<file path="config.mk">
export PLATFORM = sky130hd
export DESIGN_NAME = cw_decoder
export DESIGN_NICKNAME = d
export VERILOG_FILES = /design/src/rtl/cw_decoder.sv
export SDC_FILE = /design/constraint.sdc
export NUM_CORES = 1
export LEC_CHECK = 0
export ABC_AREA = 1
export CAP_MARGIN = 20
export CORE_ASPECT_RATIO = 1.4
export CORE_UTILIZATION = 23
export CTS_CLUSTER_SIZE = 16
export DETAILED_ROUTE_END_ITERATION = 10
export PLACE_DENSITY_LB_ADDON = 0.12
export SLEW_MARGIN = 20
export SYNTH_ARGS = -nofsm -noshare
export SYNTH_HDL_FRONTEND = slang
export SYNTH_SLANG_ARGS = --single-unit
export TNS_END_PERCENT = 5
</file>
<file path="constraint.sdc">
create_clock -name clk -period 5.3 [get_ports clk]
set_input_delay 1.59 -clock clk [delete_from_list [all_inputs] [get_ports clk]]
set_output_delay 1.59 -clock clk [all_outputs]
set_load 0.02 [all_outputs]
</file>
<file path="src/rtl/cw_decoder.sv">
// Constant-weight-word to binary decoder: turns a stream of gap values back into message bits.
// Optional macro CW_DEC_ERR_EN adds a sticky err output and aborts on illegal gaps or t_init==0.
module cw_decoder #(
    parameter int N_W   = 21,
    parameter int T_W   = 4,
    parameter int U_MAX = 19
) (
    input  logic           clk,
    input  logic           rst,
    input  logic           start,
    input  logic [N_W-1:0] n_init,
    input  logic [T_W-1:0] t_init,
    input  logic [N_W-1:0] gap,
    input  logic           gap_valid,
    output logic           gap_ready,
    output logic           bit_out,
    output logic           bit_valid,
    input  logic           bit_ready,
    output logic           bit_last,
    output logic           busy,
    output logic           done
`ifdef CW_DEC_ERR_EN
    ,
    output logic           err
`endif
);

    localparam int U_W = $clog2(U_MAX + 1);
    localparam int P_W = N_W + T_W;

    typedef enum logic [2:0] {
        S_IDLE,
        S_GET,
        S_CALC,
        S_DECIDE,
        S_EMIT,
        S_DONE
    } state_t;

    state_t         state_q, state_d;
    logic [N_W-1:0] n_q, n_d;
    logic [T_W-1:0] t_q, t_d;
    logic [N_W-1:0] delta_q, delta_d;
    logic           cnt_q, cnt_d;
    logic [U_W-1:0] idx_q, idx_d;
`ifdef CW_DEC_ERR_EN
    logic           err_q, err_d;
`endif

    logic [T_W-1:0] theta_calc, theta_q;
    logic [P_W-1:0] prod;
    logic [N_W-1:0] q;
    logic [U_W-1:0] u_calc, u_q;
    logic [N_W-1:0] d_calc, d_q;

    // theta and (d, u) use the same rule as the encoder, so both ends agree bit for bit.
    always_comb begin
        if (t_q >= T_W'(6))      theta_calc = T_W'(1);
        else if (t_q >= T_W'(4)) theta_calc = T_W'(2);
        else if (t_q == T_W'(3)) theta_calc = T_W'(3);
        else if (t_q == T_W'(2)) theta_calc = T_W'(4);
        else                     theta_calc = T_W'(8);
    end

    always_comb begin
        prod   = P_W'(n_q) * P_W'(theta_q);
        q      = N_W'(prod >> 4);
        u_calc = U_W'(2);
        // Largest k with q > 2^(k-1) is the smallest k with 2^k >= q.
        for (int k = 3; k <= U_MAX; k++) begin
            if (q > (N_W'(1) << (k - 1))) u_calc = U_W'(k);
        end
        d_calc = N_W'(1) << u_calc;
    end

    // NOTE: the theta/d/u pipeline carries no reset; the FSM always spends two CALC
    // cycles before consuming it, so its contents after reset never matter.
    always_ff @(posedge clk) begin
        theta_q <= theta_calc;
        u_q     <= u_calc;
        d_q     <= d_calc;
    end

    // NOTE: state registers use non-blocking assignments and a synchronous active-high
    // reset; blocking assignments here would create order-dependent races.
    always_ff @(posedge clk) begin
        if (rst) begin
            state_q <= S_IDLE;
            n_q     <= '0;
            t_q     <= '0;
            delta_q <= '0;
            cnt_q   <= 1'b0;
            idx_q   <= '0;
`ifdef CW_DEC_ERR_EN
            err_q   <= 1'b0;
`endif
        end else begin
            state_q <= state_d;
            n_q     <= n_d;
            t_q     <= t_d;
            delta_q <= delta_d;
            cnt_q   <= cnt_d;
            idx_q   <= idx_d;
`ifdef CW_DEC_ERR_EN
            err_q   <= err_d;
`endif
        end
    end

    // NOTE: every signal written below gets a default first, so no path infers a latch.
    always_comb begin
        state_d   = state_q;
        n_d       = n_q;
        t_d       = t_q;
        delta_d   = delta_q;
        cnt_d     = cnt_q;
        idx_d     = idx_q;
`ifdef CW_DEC_ERR_EN
        err_d     = err_q;
`endif
        gap_ready = 1'b0;
        bit_out   = 1'b0;
        bit_valid = 1'b0;
        bit_last  = 1'b0;
        busy      = 1'b0;
        done      = 1'b0;

        case (state_q)
            S_IDLE: begin
                if (start) begin
                    n_d     = n_init;
                    t_d     = t_init;
                    state_d = S_GET;
`ifdef CW_DEC_ERR_EN
                    err_d   = 1'b0;
                    if (t_init == '0) begin
                        err_d   = 1'b1;
                        state_d = S_IDLE;
                    end
`endif
                end
            end
            S_GET: begin
                busy      = 1'b1;
                gap_ready = 1'b1;
                if (gap_valid) begin
                    delta_d = gap;
                    cnt_d   = 1'b0;
                    state_d = S_CALC;
`ifdef CW_DEC_ERR_EN
                    if (gap >= n_q) begin
                        err_d   = 1'b1;
                        state_d = S_IDLE;
                    end
`endif
                end
            end
            S_CALC: begin
                busy  = 1'b1;
                cnt_d = ~cnt_q;
                if (cnt_q) state_d = S_DECIDE;
            end
            S_DECIDE: begin
                busy      = 1'b1;
                bit_valid = 1'b1;
                bit_out   = (delta_q >= d_q);
                if (bit_ready) begin
                    if (delta_q >= d_q) begin
                        delta_d = delta_q - d_q;
                        n_d     = n_q - d_q;
                        cnt_d   = 1'b0;
                        state_d = S_CALC;
                    end else begin
                        idx_d   = u_q - U_W'(1);
                        state_d = S_EMIT;
                    end
                end
            end
            S_EMIT: begin
                busy      = 1'b1;
                bit_valid = 1'b1;
                bit_out   = delta_q[idx_q];
                bit_last  = (idx_q == '0) && (t_q == T_W'(1));
                if (bit_ready) begin
                    if (idx_q == '0) begin
                        n_d     = n_q - delta_q - N_W'(1);
                        t_d     = t_q - T_W'(1);
                        state_d = (t_q == T_W'(1)) ? S_DONE : S_GET;
                    end else begin
                        idx_d = idx_q - U_W'(1);
                    end
                end
            end
            S_DONE: begin
                busy    = 1'b1;
                done    = 1'b1;
                state_d = S_IDLE;
            end
            default: state_d = S_IDLE;
        endcase
    end

`ifdef CW_DEC_ERR_EN
    assign err = err_q;
`endif

endmodule

</file>
### After elaboration in Yosys (flattened, before gate mapping)

Index checks and enable logic that the tools add are counted.

* register bits: 85
* input bits: 51
* output and inout bits: 6
* logic and storage cells: 135

* $add $sub $neg: 7
* $mul: 1
* $lt $le $gt $ge: 21
* equality and inequality tests: 17
* shift operators: 1
* mux-type cells: 60
* bitwise logic cells: 1
* reductions and logical operators: 17

Operators by type and width (count)
* $mux W21: 8
* $mux W5: 20
* $pmux W21 S3: 1
* $sub A21 B21 Y21: 3
* $pmux W21 S2: 1
* $mul A21 B4 Y25: 1
* $mux W3: 8
* $ge A21 B21 Y1: 1
* $gt A21 B10 Y1 const B: 1
* $gt A21 B11 Y1 const B: 1
* $gt A21 B12 Y1 const B: 1
* $gt A21 B13 Y1 const B: 1
* $gt A21 B14 Y1 const B: 1
* $gt A21 B15 Y1 const B: 1
* $gt A21 B16 Y1 const B: 1
* $gt A21 B17 Y1 const B: 1
* $gt A21 B18 Y1 const B: 1
* $gt A21 B19 Y1 const B: 1
* $gt A21 B3 Y1 const B: 1
* $gt A21 B4 Y1 const B: 1
* $gt A21 B5 Y1 const B: 1
* $gt A21 B6 Y1 const B: 1
* $gt A21 B7 Y1 const B: 1
* $gt A21 B8 Y1 const B: 1
* 34 further kinds: 66

### Depth between registers and ports, before layout

Gate-level depths: netlist of the first run.

* depth in word-level cells: 20
* gate-level depth with buffers: 43

### Worst setup path before layout of the first run

Ideal clock, no wire load.

* kind: register -> register
* start: register theta_q[1]
* end: register d_q[11]
* setup time: 0.117 ns
* arrival time: 4.440 ns
* data required time: 5.183 ns
* slack: 0.743 ns
* cell stages (with the launch flop): 40
* buffers on the path: 2
* cells stage by stage: dfxtp_1 -> clkbuf_1 -> clkbuf_1 -> nand2_1 -> fa_1 -> fa_1 -> inv_1 -> ha_1 -> nand2_1 -> nand2_1 -> inv_1 -> nor2_1 -> o21ai_0 -> nand3_1 -> nand2_1 -> nand2_1 -> nor2_2 -> nand3_2 -> (+4 left out) -> nand2_1 -> nand2_1 -> nand2_1 -> nand2_1 -> nand2_1 -> nand2_1 -> nand2_1 -> nand2_1 -> nand2_1 -> nand2_1 -> nand2_1 -> nand2_1 -> nand2_2 -> nand2_4 -> nand2_4 -> nand2_4 -> nand3_1 -> nor2_1

* cells in the longest elaborated chain, start to end: 20
* elaborated cells between the ends (all ways): 36
* classes of those cells: mul (1); order compare (17); shift (1); mux (17)

RTL lines
* start: declaration: line 50 `logic [T_W-1:0] theta_calc, theta_q;`
* start signal: assignment: line 79 `theta_q <= theta_calc;`
* $mul A21 B4 Y25 (*): line 66 `prod = P_W'(n_q) * P_W'(theta_q);`
* $gt A21 B3 Y1: line 71 `if (q > (N_W'(1) << (k - 1))) u_calc = U_W'(k);`
* $mux W1: line 71
* $mux W5 (15 in series): line 71
* $mux W5 (*): line 71
* via u_calc[0]: line 53 `logic [U_W-1:0] u_calc, u_q;`
* $shl A1 B5 Y21 (*): line 73 `d_calc = N_W'(1) << u_calc;`
* end signal: assignment: line 81 `d_q <= d_calc;`
* end: declaration: line 54 `logic [N_W-1:0] d_calc, d_q;`

The timed path passes the listed nets; every way through them passes the cells marked *.
A chain may end at the register's enable or synchronous reset.

### Worst setup path after layout of the first run

* start: register d_q[1]
* end: output port bit_out

* cells in the longest elaborated chain, start to end: 2

RTL lines
* $ge A21 B21 Y1: line 166 `bit_out = (delta_q >= d_q);`
* $pmux W1 S2: line 128 `case (state_q)`
* end: declaration: line 16 `output logic bit_out,`

No other way between the ends.

==> results of run 1 <==
==> layout by cell type, fill, tap and decap left out, types with 6 or more instances in the layout <==
master                            count
sky130_fd_sc_hd__a211oi_1            12
sky130_fd_sc_hd__a21oi_1            137
sky130_fd_sc_hd__a21oi_2             10
sky130_fd_sc_hd__a31oi_1             12
sky130_fd_sc_hd__buf_4               94
sky130_fd_sc_hd__clkbuf_16            9
sky130_fd_sc_hd__clkdlybuf4s50_1     55
sky130_fd_sc_hd__dfxtp_1             85
sky130_fd_sc_hd__fa_1                40
sky130_fd_sc_hd__ha_1                82
sky130_fd_sc_hd__ha_4                 9
sky130_fd_sc_hd__inv_1              338
sky130_fd_sc_hd__inv_2               12
sky130_fd_sc_hd__nand2_1            366
sky130_fd_sc_hd__nand2_2             34
sky130_fd_sc_hd__nand2_4             10
sky130_fd_sc_hd__nand3_1             65
sky130_fd_sc_hd__nand3_2             13
sky130_fd_sc_hd__nand4_1             14
sky130_fd_sc_hd__nor2_1             129
sky130_fd_sc_hd__nor2_2              11
sky130_fd_sc_hd__nor2_4               9
sky130_fd_sc_hd__nor3_1              10
sky130_fd_sc_hd__nor3_2               6
sky130_fd_sc_hd__o21ai_0            122
sky130_fd_sc_hd__o21ai_1              7
sky130_fd_sc_hd__o21bai_1             8
sky130_fd_sc_hd__or2_2                7
sky130_fd_sc_hd__xnor2_1              9
sky130_fd_sc_hd__xor2_1              16
==> registers in the layout, indices dropped and copies added (netlist names) <==
signal	flops
u_q	5
idx_q	5
theta_q	4
d_q	21
state_q	3
n_q	21
cnt_q	1
delta_q	21
t_q	4
==> report_power, final <==
group	internal (µW)	leakage [µW]	total, µW	switching (µW)
Combinational	2870	0.00579	7360	4500
Sequential	890	0.000701	1130	244
Clock	416	0.000150	714	298
==> through the flow <==
step / power [µW] / hold slack (ps) / TNS, ps / cell area, µm² / cells
2_1_floorplan: 5757 / 437.4 / 0 / 10350 / 1671
3_3_place_gp: 8247 / 466.1 / -63.96 / 12170 / 2338
3_5_place_dp: 8220 / 462.0 / 0 / 12170 / 2338
4_1_cts: 8992 / 477.4 / 0 / 12500 / 2354
5_1_grt: 10190 / 491.7 / -136.8 / 12880 / 2363
6_report: 9212 / 473.5 / 0 / 12880 / 2363
==> final cells by class <==
type | count | share of cell area [%]
tap | 558 | 5.419
sequential | 85 | 13.21
clock inverter | 7 | 0.7672
multi-input combinational | 1199 | 58.22
inverter | 351 | 10.23
timing repair buffer | 154 | 10.41
clock buffer | 9 | 1.748
==> cells by family after synthesis <==
group / count (synthesis)
xor+xnor: 26
fa+ha+maj: 133
simple gates: 691
compound gates: 346
buf+inv: 387
other cells: 1
flops: 85
==> metal layers <==
| layer | GRT usage (%) | up-vias | wire length [µm] |
|---|---|---|---|
| met3 | 1.294 | 59 | 684 |
| met1 | 18.03 | 4883 | 15100 |
| met5 | 0 | - | 0 |
| met4 | 7.458 | 0 | 1519 |
| li1 | - | 5563 | - |
| met2 | 33.37 | 161 | 20600 |
==> what timing repair did <==
action                     4_1_cts  5_1_grt
setup endpoints to repair        2       17
hold buffers                     0        0
gates resized for setup          2       71
pin swaps                        0       13
buffers inserted                 0        8
==> worst paths after layout <==
kind	end	slack, ps
worst min register to register	cnt_q	470
worst max-delay path	bit_out	280
worst max register to register	d_q[6]	300
worst min-delay path	cnt_q	470
==> worst max-delay path, stage by stage (launching register included) <==
cell and delay, ps:
sky130_fd_sc_hd__dfxtp_1 350, sky130_fd_sc_hd__inv_1 100, sky130_fd_sc_hd__ha_1 310, sky130_fd_sc_hd__nand2_1 50
sky130_fd_sc_hd__o21ai_1 230, sky130_fd_sc_hd__nand3_1 100, sky130_fd_sc_hd__nand2_1 100, sky130_fd_sc_hd__nand2_1 60
sky130_fd_sc_hd__nand2_1 60, sky130_fd_sc_hd__a21oi_1 100, sky130_fd_sc_hd__o21ai_2 240, sky130_fd_sc_hd__a21oi_2 130
sky130_fd_sc_hd__o21ai_2 180, sky130_fd_sc_hd__inv_1 60, sky130_fd_sc_hd__nor2_1 110, sky130_fd_sc_hd__nor2_1 70
sky130_fd_sc_hd__o21ai_2 150, sky130_fd_sc_hd__a21oi_1 100, sky130_fd_sc_hd__o21ai_2 170, sky130_fd_sc_hd__nand2_2 120
sky130_fd_sc_hd__nand2_1 80, sky130_fd_sc_hd__clkbuf_2 170
==> flow_summary.rst, run 1 <==
.. list-table::
   :header-rows: 1

   * - Metric
     - Value
   * - Outcome
     - finished, final reports clean
   * - Simple-Gate Fraction of Synth Area
     - roughly 30%
   * - Dominant synthesized flop cell
     - sky130_fd_sc_hd__dfxtp_1
   * - Clock tree from TritonCTS
     - yes
   * - Worst hold-check path type
     - reg2reg
   * - Achievable clock frequency
     - 199.0 MHz
   * - Worst setup startpoint
     - d_q[1]
   * - Top cell type's share of synthesized area
     - between 15 and 20%
   * - Area Growth Syn to Fin
     - 24.57%
   * - Synthesized area per cell
     - ~6.2 µm²
   * - Synthesized instance count
     - around 1700
   * - Cell types with the largest area share after synthesis
     - sky130_fd_sc_hd__dfxtp_1 (16%), sky130_fd_sc_hd__nand2_1 (14%), sky130_fd_sc_hd__inv_1 (12%)
   * - Sequential cell area
     - 1702 µm²
   * - Critical Path End Type
     - primary output
   * - Final Hold Vio Count
     - 0
   * - Grt ovf
     - 0
   * - Netlist area before placement
     - 10340 µm²
   * - Worst setup slack after placement
     - 25.64 ps
   * - Antenna Diode Count
     - 0
   * - IO Port Bufs
     - 56
   * - Clock transition at the registers of the reported paths
     - 70 ps
   * - Number of synthesized register bits
     - between 80 and 90
   * - Number of enable flip-flop cells after synthesis
     - 0
   * - # clock sinks
     - 85
   * - Leakage component of the power
     - between 0.006 and 0.007 µW
   * - Total of max-cap violations
     - 0
   * - Global router's overall resource usage
     - ~17%
   * - Proportion of synthesized flip-flops having asynchronous set or reset
     - 0%
   * - Top cell type by total area after synthesis
     - sky130_fd_sc_hd__dfxtp_1
   * - Synth cell types
     - 52
   * - Origin of the critical flop-to-flop path
     - theta_q[2]
   * - Most used standard cell by instance count after synthesis
     - sky130_fd_sc_hd__nand2_1
   * - Synthesized-area fraction occupied by ao, oa, aoi and oai cells
     - a little under a fifth
   * - Total number of vias
     - between 10000 and 15000
   * - PwrDens
     - between 700 and 800 nW/µm²
   * - Vias per cell
     - between 4 and 5
   * - Req. time, crit path
     - ~3700 ps
   * - Pin count of the biggest net entering global routing
     - 55
   * - Average wire per cell in the routed design
     - 16.04 µm
   * - Parity-gate share of the synthesized area counting xor and xnor cells
     - ~2.2%
   * - Number of warning messages in the yosys log
     - 0
   * - Number of search-and-repair iterations in the first detailed-routing pass
     - 5
   * - Final core area utilization
     - between 20 and 30%
   * - Std-Cell Rows
     - approximately 90
   * - Count of pins over their slew limit
     - 0
   * - Insertion delay of the later-clocked pin in the worst-skew pair
     - around 360 ps
   * - Routed WL
     - 37900 µm
   * - Class of the most critical setup path
     - reg2out
   * - Count of fill cells added during filler insertion
     - 4965
   * - Max H-tree Level
     - 3
   * - Footprint of the multi-input gates
     - between 7000 and 8000 µm²
   * - Worst-case reg-to-reg path depth
     - 38
   * - CTS root buffer
     - sky130_fd_sc_hd__clkbuf_16
   * - Worst-margin pin slew
     - roughly 1100 ps
   * - Estimated wirelength of the detail-placed design
     - 31850 µm
   * - Antenna violations before repair
     - 0
   * - Startpoint of the tightest hold check path
     - cnt_q
   * - Maximum root-to-sink buffer count
     - 2
   * - Initial core utilization
     - 23.41%
   * - Instance count along the most critical hold path
     - 2
   * - Post-route antenna net violation count
     - 0
   * - Critical path launch point type
     - flip-flop
   * - Die ar.
     - 45830 µm²
   * - Area of the core
     - about 44000 µm²
   * - Arithmetic-cell share of the synthesized area counting full adders, half adders and majority gates
     - 18.99%
   * - Setup ws final
     - around 280 ps
   * - Unrepaired setup endpoints after global routing
     - true
   * - Main combinational cell family by area after synthesis
     - simple AND/OR/NAND/NOR gates
   * - CP arrival
     - 3430 ps
   * - Worst clock skew on the final layout
     - approximately 11 ps
   * - Final worst-path cycle share
     - ~95%
   * - Largest voltage drop on the vdd net
     - ~0.31 mV
   * - Top post-synthesis cells by count
     - sky130_fd_sc_hd__nand2_1 (380), sky130_fd_sc_hd__inv_1 (340), sky130_fd_sc_hd__a21oi_1 (147)
   * - Number of clock buffers inserted by TritonCTS
     - 9
   * - Layout Nets
     - slightly below 2000
   * - Vias in the first global route
     - approximately 11000
   * - Share of cell area taken by muxes after synthesis
     - 0%
   * - Sequential fraction of the synthesis area
     - between 15 and 20%
   * - Global-route wire length before repair
     - 59550 µm
   * - Initial DRC Count
     - between 400 and 500
   * - DRC violation count after routing
     - 0
   * - Worst-path maximum fanout
     - 5
   * - Gpl congestion
     - 0.9558
   * - Fraction of layout instances using a drive strength above 1
     - between 10% and 20%
   * - Period minus WS final
     - roughly 5000 ps
   * - Die height
     - 252.9 µm
   * - Count of boundary I/O pins
     - 57
   * - Max transition margin
     - between 20 and 30%
   * - Die Wd
     - 181.2 µm
   * - Setup-failing EPs final
     - 0
Power figures use the tool's default switching activity.
==> inputs of run 2 (changes only) <==
--- a/config.mk
+++ b/config.mk
@@ -7,6 +7,8 @@
 export LEC_CHECK = 0
 export ABC_AREA = 1
 export CAP_MARGIN = 20
+export CELL_PAD_IN_SITES_DETAIL_PLACEMENT = 1
+export CELL_PAD_IN_SITES_GLOBAL_PLACEMENT = 2
 export CORE_ASPECT_RATIO = 1.4
 export CORE_UTILIZATION = 23
 export CTS_CLUSTER_SIZE = 16
==> run 2 against run 1 <==
Against the previous run:
- global-route usage up 1.8 points
- utilization up 1.8 points
- combinational power up 13%
- count of clock-buffer cells in the layout up 2
==> flow_summary.rst, run 2 (synthesis gave the netlist of run 1 again) <==
.. list-table::
   :header-rows: 1

   * - Metric
     - Value
   * - Worst clock skew on the final layout
     - 10.74 ps
   * - Cell Count Post-Placement
     - between 2000 and 2500
   * - Pin count of the biggest net entering global routing
     - 44
   * - Total of max-cap violations
     - 0
   * - Leakage component of the power
     - around 0.0070 µW
   * - Total power of the final layout
     - ~10000 µW
   * - Vias in the first global route
     - roughly 12000
   * - Final std cell area, no fill
     - ~14000 µm²
   * - Area Growth Syn to Fin
     - 32.20%
   * - Critical path launch point type
     - flip-flop
   * - DR WL met2
     - between 20000 and 25000 µm
   * - Number of search-and-repair iterations in the first detailed-routing pass
     - 4
   * - Die height
     - about 250 µm
   * - Antenna Diode Count
     - 0
   * - Count of boundary I/O pins
     - 57
   * - Max transition margin
     - 45.40%
   * - Final Hold Vio Count
     - 0
   * - Commonest cells after routing, fill and taps aside
     - sky130_fd_sc_hd__nand2_1 (338), sky130_fd_sc_hd__inv_1 (325), sky130_fd_sc_hd__buf_4 (149), sky130_fd_sc_hd__a21oi_1 (134), sky130_fd_sc_hd__o21ai_0 (121)
   * - Grt ovf
     - 0
   * - Average wire per cell in the routed design
     - between 15 and 20 µm
   * - Clock tree from TritonCTS
     - yes
   * - Period minus WS final
     - 4964 ps
   * - Initial DRC Count
     - around 360
   * - Die Wd
     - approximately 180 µm
   * - Final worst-path cycle share
     - between 90% and 100%
   * - Critical-path cell with the highest stage delay
     - sky130_fd_sc_hd__fa_1
   * - Antenna violations before repair
     - 0
   * - Detailed-route wire length on metal 1
     - 17310 µm
   * - CP bufs+invs
     - 6
   * - Most frequent standard cell in the layout excluding fill and tap cells
     - sky130_fd_sc_hd__nand2_1
   * - Topmost layer with routed signal wires
     - met4
   * - Fraction of layout instances using a drive strength above 1
     - 20.69%
   * - Gpl congestion
     - between 0.8 and 0.9
   * - DRC violation count after routing
     - 0
   * - Count of fill cells added during filler insertion
     - around 5600
   * - Count of pins over their slew limit
     - 0
   * - CTS root buffer
     - sky130_fd_sc_hd__clkbuf_16
   * - Area of the core
     - 44180 µm²
   * - PwrDens
     - between 700 and 800 nW/µm²
   * - Std-Cell Rows
     - 91
   * - Worst hold-check path type
     - reg2reg
   * - Global router's overall resource usage
     - between 10% and 20%
   * - Top flop regs
     - d_q: 21 flops, delta_q: 21 flops, n_q: 21 flops
   * - Clock transition at the registers of the reported paths
     - roughly 70 ps
   * - Largest voltage drop on the vdd net
     - approximately 0.26 mV
   * - Number of clock buffers inserted by TritonCTS
     - 9
   * - Category of cells accounting for the largest share of critical-path delay
     - simple AND/OR/NAND/NOR gates
   * - Top cell by count, worst path
     - sky130_fd_sc_hd__nand2_1
   * - Layout Nets
     - 2040
   * - Achievable clock frequency
     - around 200 MHz
   * - Initial core utilization
     - between 20% and 30%
   * - Vias per cell
     - 4.580
   * - Setup-failing EPs final
     - 0
   * - Global-route wire length before repair
     - 66030 µm
   * - Insertion delay of the later-clocked pin in the worst-skew pair
     - about 360 ps
   * - Worst-margin pin slew
     - just over 800 ps
   * - CP arrival
     - between 5000 and 6000 ps
   * - Critical Path End Type
     - flip-flop
   * - Met3 wire length
     - roughly 450 µm
   * - Req. time, crit path
     - 5590 ps
   * - Class of the most critical setup path
     - reg2reg
   * - Post-route antenna net violation count
     - 0
   * - Outcome
     - finished, final reports clean
   * - Unrepaired setup endpoints after global routing
     - true
   * - Maximum root-to-sink buffer count
     - 2
   * - Worst path max stage delay
     - between 500 and 600 ps
   * - IO Port Bufs
     - 56
   * - Routed WL
     - 42150 µm
   * - Total number of vias
     - 11080
   * - Estimated wirelength of the detail-placed design
     - around 36000 µm
   * - Final Instance Count excl. Fillers
     - between 2000 and 2500
   * - Worst-path maximum fanout
     - 6
   * - Max H-tree Level
     - 3
   * - Cell area reported after detailed placement
     - roughly 12000 µm²
   * - Die ar.
     - roughly 46000 µm²
   * - # clock sinks
     - 85
==> run 2: report_power, final <==
part	switching [µW]	internal [µW]
clock network	285	379
logic	4920	3390
registers	262	894
total	5460	4660
==> run 2: cell type report <==
type,count,area (µm²),share of cell area [%]
multi-input cells,1199,7889,57.70
repair buffers,210,1757,12.85
flip-flops and latches,85,1707,12.48
inverters,351,1320,9.654
well taps,558,698.2,5.106
clock buffers,11,242.7,1.775
clock inverters,5,60.06,0.4392
==> run 2: worst reg2reg max path, delay by kind of cell, from the launching register on <==
family / cells / cell delay, ps
flip-flops: 1 / 390
buffers and inverters: 6 / 640
adder cells (fa/ha/maj): 3 / 1390
AND/OR/NAND/NOR: 29 / 2490
==> run 2: worst paths after layout <==
path / end / slack, ps / start / cells past startpoint
worst max register to register: d_q[14] / 340 / theta_q[3] / 38
worst min register to register: cnt_q / 500 / cnt_q / 2
worst max-delay path: d_q[14] / 340 / theta_q[3] / 38
worst min-delay path: cnt_q / 500 / cnt_q / 2
==> run 2: per-stage QoR <==
stage	util (%)	hold WS, ps	setup WS [ps]	TNS (ps)
after detailed placement	28.24	471.4	-123.0	-668.2
final	30.95	495.4	335.8	0
after global placement	28.24	472.0	-104.8	-328.3
after global routing	30.95	532.2	-53.45	-96.27
after floorplan	-	437.4	743.2	0
after CTS	28.98	499.5	-16.89	-16.89
==> run 2: timing repair <==
action | CTS | global route
pin swaps | 2 | 59
buffers inserted | 0 | 25
hold buffers | 0 | 0
resized for setup | 9 | 177
endpoints found under the setup margin | 16 | 17
==> run 2: routing by layer <==
layer  vias to the layer above  GRT usage, %
met5                         -             0
met4                         0         6.949
met3                        49         1.208
met2                        86         37.12
met1                      5268         20.50
li1                       5676             -
==> inputs of run 3 (changes only) <==
--- a/config.mk
+++ b/config.mk
@@ -10,7 +10,7 @@
 export CELL_PAD_IN_SITES_DETAIL_PLACEMENT = 1
 export CELL_PAD_IN_SITES_GLOBAL_PLACEMENT = 2
 export CORE_ASPECT_RATIO = 1.4
-export CORE_UTILIZATION = 23
+export CORE_UTILIZATION = 34
 export CTS_CLUSTER_SIZE = 16
 export DETAILED_ROUTE_END_ITERATION = 10
 export PLACE_DENSITY_LB_ADDON = 0.12
==> run 3 against run 2 <==
Against the previous run:
- die area fell by 32%
- sequential share of layout area is 0.93 points higher
- count of clock-buffer cells in the layout down 1
- critical endpoint unchanged
- largest cell class unchanged
==> flow_summary.rst, run 3 (synthesis gave the netlist of run 1 again) <==
.. list-table::
   :header-rows: 1

   * - Metric
     - Value
   * - Commonest cells after routing, fill and taps aside
     - sky130_fd_sc_hd__nand2_1 (349), sky130_fd_sc_hd__inv_1 (334), sky130_fd_sc_hd__a21oi_1 (135), sky130_fd_sc_hd__o21ai_0 (124), sky130_fd_sc_hd__nor2_1 (123)
   * - Cell area reported after detailed placement
     - between 10000 and 15000 µm²
   * - Instance count along the most critical hold path
     - 2
   * - Origin of the critical flop-to-flop path
     - theta_q[3]
   * - Startpoint of the tightest hold check path
     - cnt_q
   * - # clock sinks
     - 85
   * - Average wire per cell in the routed design
     - approximately 17 µm
   * - Layout Nets
     - approximately 2000
   * - Worst path max stage delay
     - around 550 ps
   * - Std-Cell Rows
     - 75
   * - Clock transition at the registers of the reported paths
     - 70 ps
   * - Footprint of the multi-input gates
     - around 7700 µm²
   * - Final std cell area, no fill
     - between 10000 and 15000 µm²
   * - Outcome
     - finished, final reports clean
   * - Initial core utilization
     - 34.55%
   * - Number of search-and-repair iterations in the first detailed-routing pass
     - 5
   * - Clock tree from TritonCTS
     - yes
   * - Initial DRC Count
     - 280
   * - Die height
     - roughly 210 µm
   * - IO Port Bufs
     - 56
   * - Period minus WS final
     - roughly 5000 ps
   * - Sequential cell area
     - roughly 1700 µm²
   * - Total number of vias
     - 10960
   * - Estimated wirelength of the detail-placed design
     - about 31000 µm
   * - Antenna violations before repair
     - 1
   * - Final Hold Vio Count
     - 0
   * - Number of clock buffers inserted by TritonCTS
     - 9
   * - Achievable clock frequency
     - 200.9 MHz
   * - Global-route wire length before repair
     - approximately 60000 µm
   * - Setup-failing EPs final
     - 0
   * - Final core area utilization
     - around 42%
   * - Count of fill cells added during filler insertion
     - roughly 4000
   * - Total of max-cap violations
     - 0
   * - Setup slack of the worst register-to-register path
     - ~320 ps
   * - Max H-tree Level
     - 3
   * - Worst Hold End
     - cnt_q
   * - Final worst-path cycle share
     - 93.90%
   * - Leakage component of the power
     - 0.006579 µW
   * - Total power of the final layout
     - 9362 µW
   * - Worst setup slack after placement
     - -28.66 ps
   * - Routed WL
     - ~38000 µm
   * - Cell Count Post-Placement
     - 2140
   * - CTS root buffer
     - sky130_fd_sc_hd__clkbuf_16
   * - Req. time, crit path
     - around 5600 ps
   * - Antenna Diode Count
     - 0
   * - Class of the most critical setup path
     - reg2reg
   * - Area Growth Syn to Fin
     - 22.80%
   * - CP arrival
     - between 5000 and 6000 ps
   * - Global router's overall resource usage
     - approximately a quarter
   * - Critical Path End Type
     - flip-flop
   * - Worst clock skew on the final layout
     - 7.075 ps
   * - Worst-margin pin slew
     - about 1000 ps
   * - Worst-case reg-to-reg path depth
     - 38
   * - Count of boundary I/O pins
     - 57
   * - Worst hold-check path type
     - reg2reg
   * - Fraction of layout instances using a drive strength above 1
     - 15.22%
   * - Grt ovf
     - 0
   * - Gpl congestion
     - ~0.84
   * - Vias in the first global route
     - 11650
   * - Vias per cell
     - roughly 5
   * - Critical-path cell with the highest stage delay
     - sky130_fd_sc_hd__fa_1
   * - Post-route antenna net violation count
     - 0
   * - DRC violation count after routing
     - 0
   * - Maximum root-to-sink buffer count
     - 2
   * - Unrepaired setup endpoints after global routing
     - true
   * - Critical R2R Capture
     - d_q[14]
   * - Area of the core
     - approximately 30000 µm²
   * - Largest voltage drop on the vdd net
     - 0.2312 mV
   * - Insertion delay of the later-clocked pin in the worst-skew pair
     - approximately 360 ps
   * - Top cell by count, worst path
     - sky130_fd_sc_hd__nand2_1
   * - Setup ws final
     - between 300 and 400 ps
   * - Critical path launch point type
     - flip-flop
   * - Final Instance Count excl. Fillers
     - approximately 2200
   * - Count of hold buffers inserted by post-cts repair
     - 0
   * - Count of pins over their slew limit
     - 0
   * - Pin count of the biggest net entering global routing
     - between 50 and 60
   * - Die Wd
     - roughly 150 µm
   * - Worst-path maximum fanout
     - 21
   * - Max transition margin
     - between 30% and 40%
   * - Die ar.
     - just over 30000 µm²
   * - Top flop regs
     - d_q: 21 flops, delta_q: 21 flops, n_q: 21 flops
   * - Most frequent standard cell in the layout excluding fill and tap cells
     - sky130_fd_sc_hd__nand2_1
   * - PwrDens
     - 737.1 nW/µm²
==> run 3: cell types whose count changed in the layout (fill, tap and decap cells not counted), moves of 3 or more <==
cell | before | now
sky130_fd_sc_hd__nor2_2 | 21 | 13
sky130_fd_sc_hd__nand3_1 | 57 | 64
sky130_fd_sc_hd__ha_4 | 16 | 10
sky130_fd_sc_hd__nor2_4 | 16 | 13
sky130_fd_sc_hd__ha_2 | 0 | 4
sky130_fd_sc_hd__o21ai_0 | 121 | 124
sky130_fd_sc_hd__buf_4 | 149 | 77
sky130_fd_sc_hd__nand2_4 | 23 | 12
sky130_fd_sc_hd__inv_2 | 24 | 15
sky130_fd_sc_hd__nand3_2 | 17 | 11
sky130_fd_sc_hd__nand2_1 | 338 | 349
sky130_fd_sc_hd__inv_1 | 325 | 334
sky130_fd_sc_hd__nor2_1 | 112 | 123
==> run 3: worst max-delay path by stage <==
stage / slack [ps] / startpoint / depth (start not counted) / end
global route: -100 / theta_q[3] / 41 / d_q[14]
finish: 320 / theta_q[3] / 38 / d_q[14]
floorplan: 740 / theta_q[1] / 39 / d_q[11]
global placement: 50 / theta_q[3] / 35 / d_q[18]
CTS: 40 / theta_q[3] / 38 / d_q[18]
detailed placement: -30 / theta_q[3] / 35 / d_q[18]
==> run 3: through the flow <==
stage	hold WS, ps	setup TNS (ps)
after floorplan	437.4	0
after global placement	483.5	0
after detailed placement	493.7	-31.80
after CTS	511.1	0
after global routing	534.5	-712.0
final	488.5	0
==> run 3: final cells by class <==
type	instances	share of cell area (%)
Multi-Input combinational cell	1199	60.41
Sequential cell	85	13.41
Inverter	351	10.37
Timing Repair Buffer	136	9.398
Tap cell	385	3.793
Clock buffer	10	1.882
Clock inverter	6	0.7388
==> run 3: worst max-delay path: cells and delay by family, from the launching register on <==
kind / cells / cell delay, ps
DFF: 1 / 330
and+or+nand+nor: 29 / 2530
buffers and inverters: 6 / 670
adders and majority gates: 3 / 1370
==> run 3: power breakdown <==
part           switching, µW  internal (µW)
sequential               289            891
combinational           4630           2830
clock                    288            430
==> run 3: per-layer routing <==
metal | wire, µm | vias up | GRT usage (%)
met5 | 0 | - | 0
met4 | 1359 | 0 | 9.148
met3 | 848 | 57 | 2.368
met2 | 20250 | 144 | 47.53
met1 | 15380 | 5231 | 27.57
li1 | - | 5526 | -
==> run 3: timing repair <==
item,4_1_cts,5_1_grt
pin swaps,0,24
setup buffers,0,16
resized for setup,2,120
endpoints found under the setup margin,6,17
